$ cat config.mk
export PLATFORM = sky130hd
export DESIGN_NAME = bitstuff_tx
export DESIGN_NICKNAME = d
export VERILOG_FILES = /design/src/rtl/bitstuff_tx.sv
export SDC_FILE = /design/constraint.sdc
export NUM_CORES = 1
export LEC_CHECK = 0
export CORE_UTILIZATION = 30
export CTS_BUF_LIST = sky130_fd_sc_hd__clkbuf_8 sky130_fd_sc_hd__clkbuf_16
export CTS_CLUSTER_SIZE = 28
export DETAILED_ROUTE_END_ITERATION = 12
export PLACE_DENSITY_LB_ADDON = 0.1
export SLEW_MARGIN = 20
export SYNTH_ARGS = -nofsm -noshare
export SYNTH_HDL_FRONTEND = slang
export SYNTH_SLANG_ARGS = --single-unit
$ cat constraint.sdc
create_clock -name clk -period 4.1 [get_ports clk]
set_input_delay 1.23 -clock clk [delete_from_list [all_inputs] [get_ports clk]]
set_output_delay 1.23 -clock clk [all_outputs]
set_load 0.005 [all_outputs]
$ cat src/rtl/bitstuff_tx.sv
// Bit-stuffing serial transmitter: takes parallel words over valid/ready, shifts
// them out MSB-first and inserts a complement bit after every RUN_MAX-long run.
module bitstuff_tx #(
  parameter int DATA_W  = 8,
  parameter int RUN_MAX = 3
) (
  input  logic              clk,
  input  logic              reset,
  input  logic              in_valid,
  output logic              in_ready,
  input  logic [DATA_W-1:0] in_data,
  output logic              out,
  output logic              out_valid,
  output logic              stuffed,
  output logic              busy
);

  localparam int CNT_W = $clog2(DATA_W + 1);
  localparam int RUN_W = $clog2(RUN_MAX + 1);
  localparam logic [CNT_W-1:0] DATA_W_C  = CNT_W'(DATA_W);
  localparam logic [RUN_W-1:0] RUN_MAX_C = RUN_W'(RUN_MAX);
  localparam logic [RUN_W-1:0] RUN_ONE   = RUN_W'(1);

  typedef enum logic [1:0] {
    S_IDLE  = 2'd0,
    S_SHIFT = 2'd1,
    S_STUFF = 2'd2
  } state_t;

  // Handshake: a word is taken on a rising edge where in_valid && in_ready;
  // in_ready is high only in IDLE, and in_data is looked at only on that edge.
  state_t            r_state, w_state;
  logic [DATA_W-1:0] r_sh, w_sh;
  logic [CNT_W-1:0]  r_bitcnt, w_bitcnt;
  logic [RUN_W-1:0]  r_run, w_run;
  logic              r_last, w_last;
  logic              r_out, w_out;
  logic              r_out_valid, w_out_valid;
  logic              r_stuffed, w_stuffed;
  logic              w_bit;

  assign w_bit     = r_sh[DATA_W-1];
  assign in_ready  = (r_state == S_IDLE);
  assign busy      = (r_state != S_IDLE);
  assign out       = r_out;
  assign out_valid = r_out_valid;
  assign stuffed   = r_stuffed;

  always_comb begin
    w_state     = r_state;
    w_sh        = r_sh;
    w_bitcnt    = r_bitcnt;
    w_run       = r_run;
    w_last      = r_last;
    w_out       = 1'b0;
    w_out_valid = 1'b0;
    w_stuffed   = 1'b0;
    case (r_state)
      S_IDLE: begin
        w_run  = '0;
        w_last = 1'b0;
        if (in_valid) begin
          w_sh     = in_data;
          w_bitcnt = DATA_W_C;
          w_state  = S_SHIFT;
        end
      end
      S_SHIFT: begin
        w_out       = w_bit;
        w_out_valid = 1'b1;
        w_sh        = r_sh << 1;
        w_bitcnt    = r_bitcnt - 1'b1;
        // run==0 means no bit seen yet in this word. The count saturates so a
        // data bit matching the preceding stuff bit with RUN_MAX=1 cannot wrap.
        if ((r_run != '0) && (w_bit == r_last)) begin
          w_run = (r_run == RUN_MAX_C) ? r_run : r_run + RUN_ONE;
        end else begin
          w_run  = RUN_ONE;
          w_last = w_bit;
        end
        if (w_run == RUN_MAX_C) begin
          w_state = S_STUFF;
        end else if (w_bitcnt == '0) begin
          w_state = S_IDLE;
        end
      end
      S_STUFF: begin
        w_out       = ~r_last;
        w_out_valid = 1'b1;
        w_stuffed   = 1'b1;
        w_last      = ~r_last;
        w_run       = RUN_ONE;
        w_state     = (r_bitcnt == '0) ? S_IDLE : S_SHIFT;
      end
      default: begin
        w_state = S_IDLE;
      end
    endcase
  end

  always_ff @(posedge clk or posedge reset) begin
    if (reset) begin
      r_state     <= S_IDLE;
      r_sh        <= '0;
      r_bitcnt    <= '0;
      r_run       <= '0;
      r_last      <= 1'b0;
      r_out       <= 1'b0;
      r_out_valid <= 1'b0;
      r_stuffed   <= 1'b0;
    end else begin
      r_state     <= w_state;
      r_sh        <= w_sh;
      r_bitcnt    <= w_bitcnt;
      r_run       <= w_run;
      r_last      <= w_last;
      r_out       <= w_out;
      r_out_valid <= w_out_valid;
      r_stuffed   <= w_stuffed;
    end
  end

endmodule
==> results of run 1 <==
==> worst paths after layout <==
path | endpoint | slack (ns) | depth (start not counted)
worst max-delay path | in_ready | 1.11 | 3
worst min-delay path | r_sh[1] | 0.48 | 2
worst max register to register | r_bitcnt[3] | 2.06 | 6
worst min register to register | r_sh[1] | 0.48 | 2
max in group asynchronous | r_bitcnt[0] | 2.21 | 2
min in group asynchronous | r_last | 1.41 | 2
==> cells by family (layout without fill, tap and decap cells) <==
| logic type | after synthesis | count (layout) | synth area share |
|---|---|---|---|
| buf+inv | 14 | 30 | 0.0521 |
| mux | 4 | 4 | 0.0415 |
| simple gates | 25 | 25 | 0.110 |
| compound gates | 36 | 36 | 0.224 |
| fa+ha+maj | 7 | 7 | 0.0829 |
| xor+xnor | 1 | 1 | 0.0154 |
| flops | 20 | 20 | 0.474 |
==> worst reg2reg max path: stages (launching register included) <==
cell	delay, ns
dfrtp_1	0.44
inv_1	0.10
ha_1	0.39
nand2b_1	0.32
o21ai_1	0.41
nor2b_1	0.19
a21oi_1	0.05
==> flip-flops by register name, summed over array words and instances, names as in the netlist <==
name       count
out            1
out_valid      1
r_bitcnt       4
r_last         1
r_run          2
r_sh           8
r_state        2
stuffed        1
==> area by class of cell <==
cell class / count / area, µm² / share of cell area
Clock buffer: 4 / 55.1 / 0.0422
Inverter: 11 / 41.3 / 0.0316
Multi-Input combinational cell: 73 / 500 / 0.384
Sequential cell: 20 / 500 / 0.384
Tap cell: 46 / 57.6 / 0.0441
Timing Repair Buffer: 15 / 150 / 0.115
==> synth_stat cells, drive strengths merged <==
master	instances
a211oi	2
a21oi	8
a221oi	1
a22o	2
a31oi	2
a32oi	2
and2	1
buf	2
clkbuf	1
dfrtp	20
ha	7
inv	11
mux2	3
mux2i	1
nand2	11
nand2b	3
nand3	2
nor2	3
nor2b	2
nor3	2
o21ai	8
o22ai	9
o32ai	2
or3	1
xnor2	1
==> power by group through the flow <==
stage	Sequential, mW	Combinational (mW)	Clock (mW)
finish	0.348	0.433	0.146
global route	0.358	0.491	0.159
CTS	0.348	0.439	0.153
detailed placement	0.352	0.438	0
global placement	0.351	0.433	0
floorplan	0.334	0.315	0
==> per-layer routing <==
layer / vias up / global-route usage / routed length, µm
met5: - / 0 / 0
met4: 0 / 0.0571 / 26
met3: 4 / 0.0252 / 80
met2: 23 / 0.241 / 1110
met1: 396 / 0.164 / 1000
li1: 414 / - / -
==> cells in the final DEF, fill, tap and decap left out <==
cell and instances:
a31oi_1 2, nand2b_1 3, o22ai_1 9, or3_1 1
nand3_1 2, o21ai_1 1, ha_1 7, mux2_1 2
mux2i_1 1, xnor2_2 1, a211oi_2 1, nor3_1 2
inv_1 11, mux2_2 1, a221oi_2 1, and2_1 1
a21oi_1 8, o32ai_1 2, a22o_1 2, o21ai_0 7
clkbuf_8 4, dfrtp_1 20, nor2_1 3, nand2_1 11
clkdlybuf4s50_1 15, a211oi_1 1, a32oi_1 2, nor2b_1 2
==> stage by stage <==
stage	utilization	instance area (µm²)	hold slack, ns	power [mW]
after floorplan	-	1060	0.446	0.649
after global placement	0.372	1250	0.485	0.783
after detailed placement	0.372	1250	0.467	0.791
after CTS	0.388	1310	0.483	0.940
after global routing	0.388	1310	0.507	1.01
final	0.388	1310	0.483	0.927
==> impl_summary.txt, run 1 <==
----------------------------------------------------
[CTS]
  CTS max path bufs ... 2
  Post-CTS setup buffers ... 0
  Total of cells resized after clock tree synthesis ... 0
  Worst-path clk slew ... 0.07 ns
  Number of buffers inserted by hold repair at cts ... 0
  Num CTS Buffers ... 3
  Count of clock tree sinks ... 20
  Clock network latency to the later pin of the worst-skew pair ... 0.25 ns
  Root buffer cell ... clkbuf_8
  Clock tree from TritonCTS ... done
  Number of levels in the clock H-tree ... 1

[Flow run]
  Max-cap violations ... 0

[Yosys]
  Average cell area after synthesis ... 9.87 µm²
  Post-Synthesis Net Count ... 125
  Ranking of synthesized cells by area ... dfrtp_1 (47%), ha_1 (8.3%), o22ai_1 (5.3%)
  Synthesis-stage register bit count ... 20
  Top cell type's share of synthesized area ... 0.474
  Cell area after synthesis ... 1060 µm²
  Proportion of synthesized chip area in sequential cells ... 0.474
  Count of distinct cell types in the synthesized netlist ... 28
  Cell taking the most area after synthesis ... dfrtp_1
  Number of standard cells after synthesis ... 107
  Total of warnings raised by yosys ... 0

[Timing]
  RSZ-0062 raised after global routing ... no
  Max frequency ... 0.335 GHz
  Share of the cycle needed by the critical path after routing ... 0.729
  Clock period minus final worst setup slack ... 2.99 ns
  Final setup violating endpoints ... 0
  Final Hold Viols ... 0
  Max-slew headroom at the worst pin ... 0.494
  Setup Total Neg Slack ... 0 ns
  Final worst clock skew ... 0.00268 ns
  Post-route worst setup slack ... 1.11 ns
  Max-slew violation total from the final report ... 0
  Transition time at the pin with the least slew margin ... 0.758 ns

[Global routing]
  Global-route wire length before repair ... 3.71 mm
  Antenna violations before repair ... 0
  Pin count of the biggest net entering global routing ... 21
  Number of global-route vias before repair ... 814
  Aggregate global routing overflow ... 0
  Overall routing resource usage ... 0.137

[Worst setup path]
  Launching element type of the critical path ... register
  Worst Setup End Kind ... primary output
  Critical-path cell with the highest stage delay ... clkdlybuf4s50_1
  Required time reported for the critical path endpoint ... 2.87 ns
  CP delay by family, top ... buffers and inverters
  Number of buffers and inverters on the critical path ... 2
  Delay of the slowest cell on the worst path ... 0.58 ns
  Launch instance of the worst register-to-register path ... r_state[0]
  Arrival time at the worst endpoint ... 1.76 ns
  Worst setup path class ... reg2out
  Ordered list of cells on the worst path ... inv_1, ha_1, clkdlybuf4s50_1
  Largest fanout of any net on the critical path ... 10
  CP startpoint ... r_state[0]

[Hold path]
  Hold Crit Class ... reg2reg
  Source of the worst hold timing path ... r_sh[1]

[Floorplan]
  Die boundary width ... 61.3 µm
  Die Area ... 3760 µm²
  Floorplan core area ... 3360 µm²
  I/O pin cnt ... 16
  Die Y ... 61.3 µm
  Initial core utilization ... 0.314
  Floorplan row count ... 21

[Outcome]
  Run status ... finished clean

[Pwr]
  Worst VDD drop ... 0.000263 V
  Switching Power ... 366 µW
  Internal Power ... 561 µW
  Pleak ... 0.567 nW
  Comb pwr share ... 0.467
  Seq pwr share ... 0.375
  Share of total power in the clock network ... 0.158
  Switching share of power ... 0.395
  Pwr/cell area ... 710 nW/µm²

[Route]
  Post-route antenna net violation count ... 0
  Number of DRC violations after detailed routing ... 0
  Final wirelength ... 2.22 mm
  Total number of vias ... 837
  Via density ... 4.95
  DRC violation total after the first TritonRoute iteration ... 27
  Pre-antenna DRT Iters ... 4
  Per-cell routed wire length ... 13.1 µm

[Finish]
  Share of layout cells above drive strength 1 ... 0.0650
  Layout fillers ... 373
  Layout area overhead ... 23.6%
  Number of nets at the end of the flow ... 142
  Layout Cells excl Fill ... 169
  Number of diodes added for antenna fixing ... 0

[Place]
  Count of placed standard cells including taps ... 165
  DPL Wire Length ... 1.64 mm
  Buffers on Ports ... 15
  Post-place setup slack ... 1.26 ns
  RD Place Congestion ... 0.723

----------------------------------------------------
(Power assumes the default switching activity.)
==> run 2, diff against run 1 <==
- clock period: 4.1 -> 3.05 ns (I/O delays scaled with it)
==> run 2 against run 1 <==
Wire length grew 2.0%. Clock skew grew 0.0024 ns. Critical path depth is the same. Combinational power grew 36%. Critical path type unchanged. Critical endpoint unchanged. Largest power group unchanged.
==> impl_summary.txt, run 2 (synthesis gave the netlist of run 1 again) <==
----------------------------------------------------
[Place]
  DPL Wire Length ... 1.63 mm (-0.76%)
  Count of placed standard cells including taps ... 165 (unchanged)
  Buffers on Ports ... 15 (unchanged)
  Area after detailed placement ... 1250 µm² (unchanged)
  Post-place setup slack ... 0.524 ns (-0.736 ns)
  RD Place Congestion ... 0.723 (about the same)

[Finish]
  Register with the highest flop count ... r_sh
  Number of diodes added for antenna fixing ... 0 (unchanged)
  Max FFs per register ... 8 (unchanged)
  Most frequent cells in the layout ... dfrtp_1 (20), clkdlybuf4s50_1 (15), nand2_1 (11), inv_1 (11), o22ai_1 (9)
  Final Instance Area ... 1310 µm² (unchanged)
  Layout Cells excl Fill ... 169 (unchanged)
  Layout area overhead ... 23.6% (unchanged)
  Number of nets at the end of the flow ... 142 (unchanged)
  Post-route core utilization ... 0.388 (unchanged)
  Layout fillers ... 372 (-0.27%)
  Share of layout cells above drive strength 1 ... 0.0650 (unchanged)
  Registers with the most flip-flops ... r_sh (8), r_bitcnt (4)
  Leading cell type in the layout, fill and taps excluded ... dfrtp_1

[CTS]
  Root buffer cell ... clkbuf_8
  Clock tree from TritonCTS ... done
  Clock network latency to the later pin of the worst-skew pair ... 0.25 ns (about the same)
  Number of buffers inserted by hold repair at cts ... 0 (unchanged)
  Total of cells resized after clock tree synthesis ... 0 (unchanged)
  Worst-path clk slew ... 0.07 ns (about the same)
  Number of levels in the clock H-tree ... 1 (unchanged)
  Count of clock tree sinks ... 20 (unchanged)
  Num CTS Buffers ... 3 (unchanged)
  Post-CTS setup buffers ... 0 (unchanged)
  CTS max path bufs ... 2 (unchanged)

[Timing]
  Max frequency ... 0.374 GHz
  Transition time at the pin with the least slew margin ... 0.774 ns (+0.0166 ns)
  Setup Total Neg Slack ... 0 ns (unchanged)
  RSZ-0062 raised after global routing ... no
  Clock period minus final worst setup slack ... 2.68 ns
  Final worst clock skew ... 0.00503 ns (+0.00235 ns)
  Max-slew violation total from the final report ... 0 (unchanged)
  Final Hold Viols ... 0 (unchanged)
  Worst Hold Slack ... 0.479 ns (-0.00389 ns)
  Max-slew headroom at the worst pin ... 0.483 (-0.0111)
  Share of the cycle needed by the critical path after routing ... 0.877
  Final setup violating endpoints ... 0 (unchanged)
  Post-route worst setup slack ... 0.374 ns (-0.738 ns)

[Pwr]
  Seq pwr share ... 0.374 (about the same)
  Switching share of power ... 0.399 (+0.00413)
  Share of total power in the clock network ... 0.157 (about the same)
  Internal Power ... 754 µW (+34%)
  Tot Pwr ... 1.25 mW (+35%)
  Switching Power ... 501 µW (+37%)
  Pleak ... 0.567 nW (unchanged)
  Comb pwr share ... 0.469 (+0.002)
  Pwr/cell area ... 961 nW/µm² (+35%)
  Worst VDD drop ... 0.000339 V (+29%)

[Worst setup path]
  Launching element type of the critical path ... register
  Worst Setup End Kind ... primary output
  Worst setup path class ... reg2out
  Arrival time at the worst endpoint ... 1.76 ns (about the same)
  Largest fanout of any net on the critical path ... 10 (unchanged)
  Required time reported for the critical path endpoint ... 2.13 ns (-0.74 ns)

[Global routing]
  Pin count of the biggest net entering global routing ... 21 (unchanged)
  Antenna violations before repair ... 0 (unchanged)
  Overall routing resource usage ... 0.135 (-0.00177)
  Global-route wire length before repair ... 3.65 mm (-1.5%)
  Number of global-route vias before repair ... 797 (-2.1%)
  Aggregate global routing overflow ... 0 (unchanged)

[Route]
  Final wirelength ... 2.27 mm (+2.0%)
  Post-route antenna net violation count ... 0 (unchanged)
  Total number of vias ... 855 (+2.2%)
  Per-cell routed wire length ... 13.4 µm (+2.0%)
  Pre-antenna DRT Iters ... 6 (+2)
  Number of DRC violations after detailed routing ... 0 (unchanged)
  Via density ... 5.06 (+2.2%)
  DRC violation total after the first TritonRoute iteration ... 29 (+7.4%)

[Hold path]
  Hold Crit Class ... reg2reg

[Floorplan]
  Floorplan core area ... 3360 µm² (unchanged)
  Floorplan row count ... 21 (unchanged)
  Initial core utilization ... 0.314 (unchanged)
  Die Area ... 3760 µm² (unchanged)
  Die boundary width ... 61.3 µm (unchanged)
  Die Y ... 61.3 µm (unchanged)
  I/O pin cnt ... 16 (unchanged)

[Outcome]
  Run status ... finished clean

[Flow run]
  Max-cap violations ... 0 (unchanged)

----------------------------------------------------
run 2: cell counts in the layout (fill, tap and decap cells not counted):
No cell type changed its count.
run 2: critical path, stage by stage, from the launching register on:
cell	delay [ns]
dfrtp_1	0.43
inv_1	0.10
ha_1	0.40
clkdlybuf4s50_1	0.58
run 2: area by class of cell:
class,count,area (µm²),share of cell area
sequential,20,500,0.384
clock buffer,4,55.1,0.0422
inverter,11,41.3,0.0316
multi-input combinational,73,500,0.384
timing repair buffer,15,150,0.115
tap,46,57.6,0.0441
run 2: worst paths after layout:
kind	from	to	slack, ns	depth (start not counted)
max in group asynchronous	reset	r_bitcnt[1]	1.46	2
hold reg to reg	r_sh[1]	r_sh[1]	0.48	2
setup reg to reg	r_state[1]	r_state[0]	0.99	6
hold / removal	r_sh[1]	r_sh[1]	0.48	2
setup / recovery	r_state[0]	in_ready	0.37	3
min in group asynchronous	reset	r_last	1.10	2
run 2: routing by layer:
layer / routed length, µm / share of wire / global-route usage / vias up
met4: 26 / 0.011 / 0.0508 / 0
met3: 113 / 0.050 / 0.0252 / 4
li1: - / - / - / 416
met1: 1040 / 0.46 / 0.166 / 404
met5: 0 / 0 / 0 / -
met2: 1080 / 0.48 / 0.236 / 31
run 2: power groups by stage:
| stage | Clock (mW) | Sequential, mW | Combinational (mW) |
|---|---|---|---|
| CTS | 0.206 | 0.468 | 0.590 |
| floorplan | 0 | 0.450 | 0.423 |
| global placement | 0 | 0.471 | 0.581 |
| global route | 0.215 | 0.484 | 0.663 |
| finish | 0.197 | 0.469 | 0.588 |
| detailed placement | 0 | 0.474 | 0.588 |
==> run 3, diff against run 2 <==
- GPL_TIMING_DRIVEN: not set -> 0
==> run 3 against run 2 <==
Combinational power increased by 1%. Design area up 2.3%. Die area is the same. Wire length is essentially flat. Count of clock-buffer cells in the layout is 1 lower. Core utilization grew 0.89 points. First-iteration DRC count fell by 62%. Via count fell by 2.5%. Sequential cell count unchanged. Sequential power decreased by 0.9%. Critical path type unchanged.
==> impl_summary.txt, run 3 (synthesis gave the netlist of run 1 again) <==
----------------------------------------------------
[Outcome]
  Run status ... finished clean

[Finish]
  Layout area overhead ... 26.4%
  Most frequent cells in the layout ... dfrtp_1 (20), clkdlybuf4s50_1 (15), nand2_1 (11), inv_1 (11), o22ai_1 (9)
  Max FFs per register ... 8 (unchanged)
  Post-route core utilization ... 0.397 (+0.00893)
  Number of nets at the end of the flow ... 145 (+2.1%)
  Registers with the most flip-flops ... r_sh (8), r_bitcnt (4)
  Leading cell type in the layout, fill and taps excluded ... dfrtp_1
  Number of diodes added for antenna fixing ... 0 (unchanged)
  Register with the highest flop count ... r_sh
  Share of layout cells above drive strength 1 ... 0.0794 (+0.0143)

[Global routing]
  Antenna violations before repair ... 0 (unchanged)
  Pin count of the biggest net entering global routing ... 21 (unchanged)
  Number of global-route vias before repair ... 817 (+2.5%)
  Global-route wire length before repair ... 3.67 mm (+0.55%)
  Aggregate global routing overflow ... 0 (unchanged)
  Overall routing resource usage ... 0.136 (+0.00144)

[Timing]
  Max-slew headroom at the worst pin ... 0.480 (-0.00303)
  Final worst clock skew ... 0.00180 ns (-0.00323 ns)
  Clock period minus final worst setup slack ... 2.65 ns (-0.0233 ns)
  Max-slew violation total from the final report ... 0 (unchanged)
  Transition time at the pin with the least slew margin ... 0.779 ns (+0.00453 ns)
  RSZ-0062 raised after global routing ... no
  Final Hold Viols ... 0 (unchanged)
  Post-route worst setup slack ... 0.397 ns (+0.0233 ns)
  Max frequency ... 0.377 GHz (+0.88%)
  Setup Total Neg Slack ... 0 ns (unchanged)
  Share of the cycle needed by the critical path after routing ... 0.870 (-0.00765)
  Final setup violating endpoints ... 0 (unchanged)

[Worst setup path]
  Required time reported for the critical path endpoint ... 2.13 ns (about the same)
  Worst Setup End Kind ... primary output
  Launching element type of the critical path ... register
  Worst setup path class ... reg2out
  Largest fanout of any net on the critical path ... 9 (-1)
  Arrival time at the worst endpoint ... 1.74 ns (-0.02 ns)

[Floorplan]
  Initial core utilization ... 0.314 (unchanged)
  Floorplan core area ... 3360 µm² (unchanged)
  Floorplan row count ... 21 (unchanged)
  Die boundary width ... 61.3 µm (unchanged)
  Die Area ... 3760 µm² (unchanged)
  I/O pin cnt ... 16 (unchanged)
  Die Y ... 61.3 µm (unchanged)

[CTS]
  CTS max path bufs ... 2 (unchanged)
  Post-CTS setup buffers ... 0 (unchanged)
  Number of buffers inserted by hold repair at cts ... 0 (unchanged)
  Clock tree from TritonCTS ... done
  Clock network latency to the later pin of the worst-skew pair ... 0.26 ns (about the same)
  Count of clock tree sinks ... 20 (unchanged)
  Root buffer cell ... clkbuf_8
  Worst-path clk slew ... 0.08 ns (about the same)
  Num CTS Buffers ... 3 (unchanged)
  Number of levels in the clock H-tree ... 1 (unchanged)
  Total of cells resized after clock tree synthesis ... 0 (unchanged)

[Place]
  Buffers on Ports ... 15 (unchanged)
  DPL Wire Length ... 1.61 mm (-1.0%)
  RD Place Congestion ... 0.750 (+3.8%)
  Post-place setup slack ... 0.559 ns (+0.0342 ns)

[Hold path]
  Hold Crit Class ... reg2reg

[Route]
  DRC violation total after the first TritonRoute iteration ... 11 (-62%)
  Total number of vias ... 834 (-2.5%)
  Post-route antenna net violation count ... 0 (unchanged)
  Final wirelength ... 2.27 mm (about the same)
  Number of DRC violations after detailed routing ... 0 (unchanged)
  Per-cell routed wire length ... 13.2 µm (-1.8%)
  Via density ... 4.85 (-4.2%)
  Pre-antenna DRT Iters ... 4 (-2)

[Pwr]
  Pwr/cell area ... 995 nW/µm² (+3.5%)
  Worst VDD drop ... 0.000317 V (-6.6%)
  Tot Pwr ... 1.33 mW (+5.9%)
  Pleak ... 0.582 nW (+2.7%)

[Flow run]
  Max-cap violations ... 0 (unchanged)

----------------------------------------------------
==> run 3: cell types whose count changed in the layout (fill, tap and decap cells not counted), sizes merged <==
| cell | delta |
|---|---|
| buf | +2 |
| bufinv | +1 |
==> run 3: where the power goes <==
part | internal [mW] | leakage, nW | total (mW) | switching [mW]
Sequential | 0.370 | 0.246 | 0.465 | 0.0953
Clock | 0.175 | 0.0357 | 0.269 | 0.0938
Combinational | 0.274 | 0.301 | 0.594 | 0.321
==> run 3: worst paths after layout <==
check,from,endpoint,slack [ns],cells after the start
max in group asynchronous,reset,r_state[0],1.47,2
hold reg to reg,r_sh[1],r_sh[1],0.49,2
setup reg to reg,r_state[0],r_bitcnt[3],1.08,8
min in group asynchronous,reset,r_sh[6],1.09,2
setup / recovery,r_state[0],busy,0.40,5
hold / removal,r_sh[1],r_sh[1],0.49,2
==> run 3: stage by stage <==
step                hold WS, ns  cell area, µm²  cells
floorplan                 0.446            1060    107
global placement          0.466            1260    168
detailed placement        0.475            1260    168
CTS                       0.494            1340    172
global route              0.517            1340    172
finish                    0.491            1340    172
==> run 3: layout make-up <==
class / instances / area, µm²
plain buffers: 3 / 13.8
fillers: 364 / 2030
inverters: 11 / 41.3
clock buffers: 3 / 41.3
flip-flops and latches: 20 / 500
multi-input cells: 73 / 500
clock inverters: 1 / 30.0
repair buffers: 15 / 150
well taps: 46 / 57.6
==> run 3: worst max-delay path, stage by stage (launching register included) <==
cell and delay [ns]:
dfrtp_1 0.43, inv_1 0.08, ha_1 0.21, buf_2 0.18, inv_1 0.08, clkdlybuf4s50_1 0.49
==> run 3: per-layer routing <==
| layer | vias up | global-route usage | part of all wire |
|---|---|---|---|
| li1 | 417 | - | - |
| met1 | 400 | 0.179 | 0.49 |
| met4 | 0 | 0.0603 | 0.0084 |
| met2 | 15 | 0.225 | 0.47 |
| met3 | 2 | 0.0189 | 0.026 |
| met5 | - | 0 | 0 |
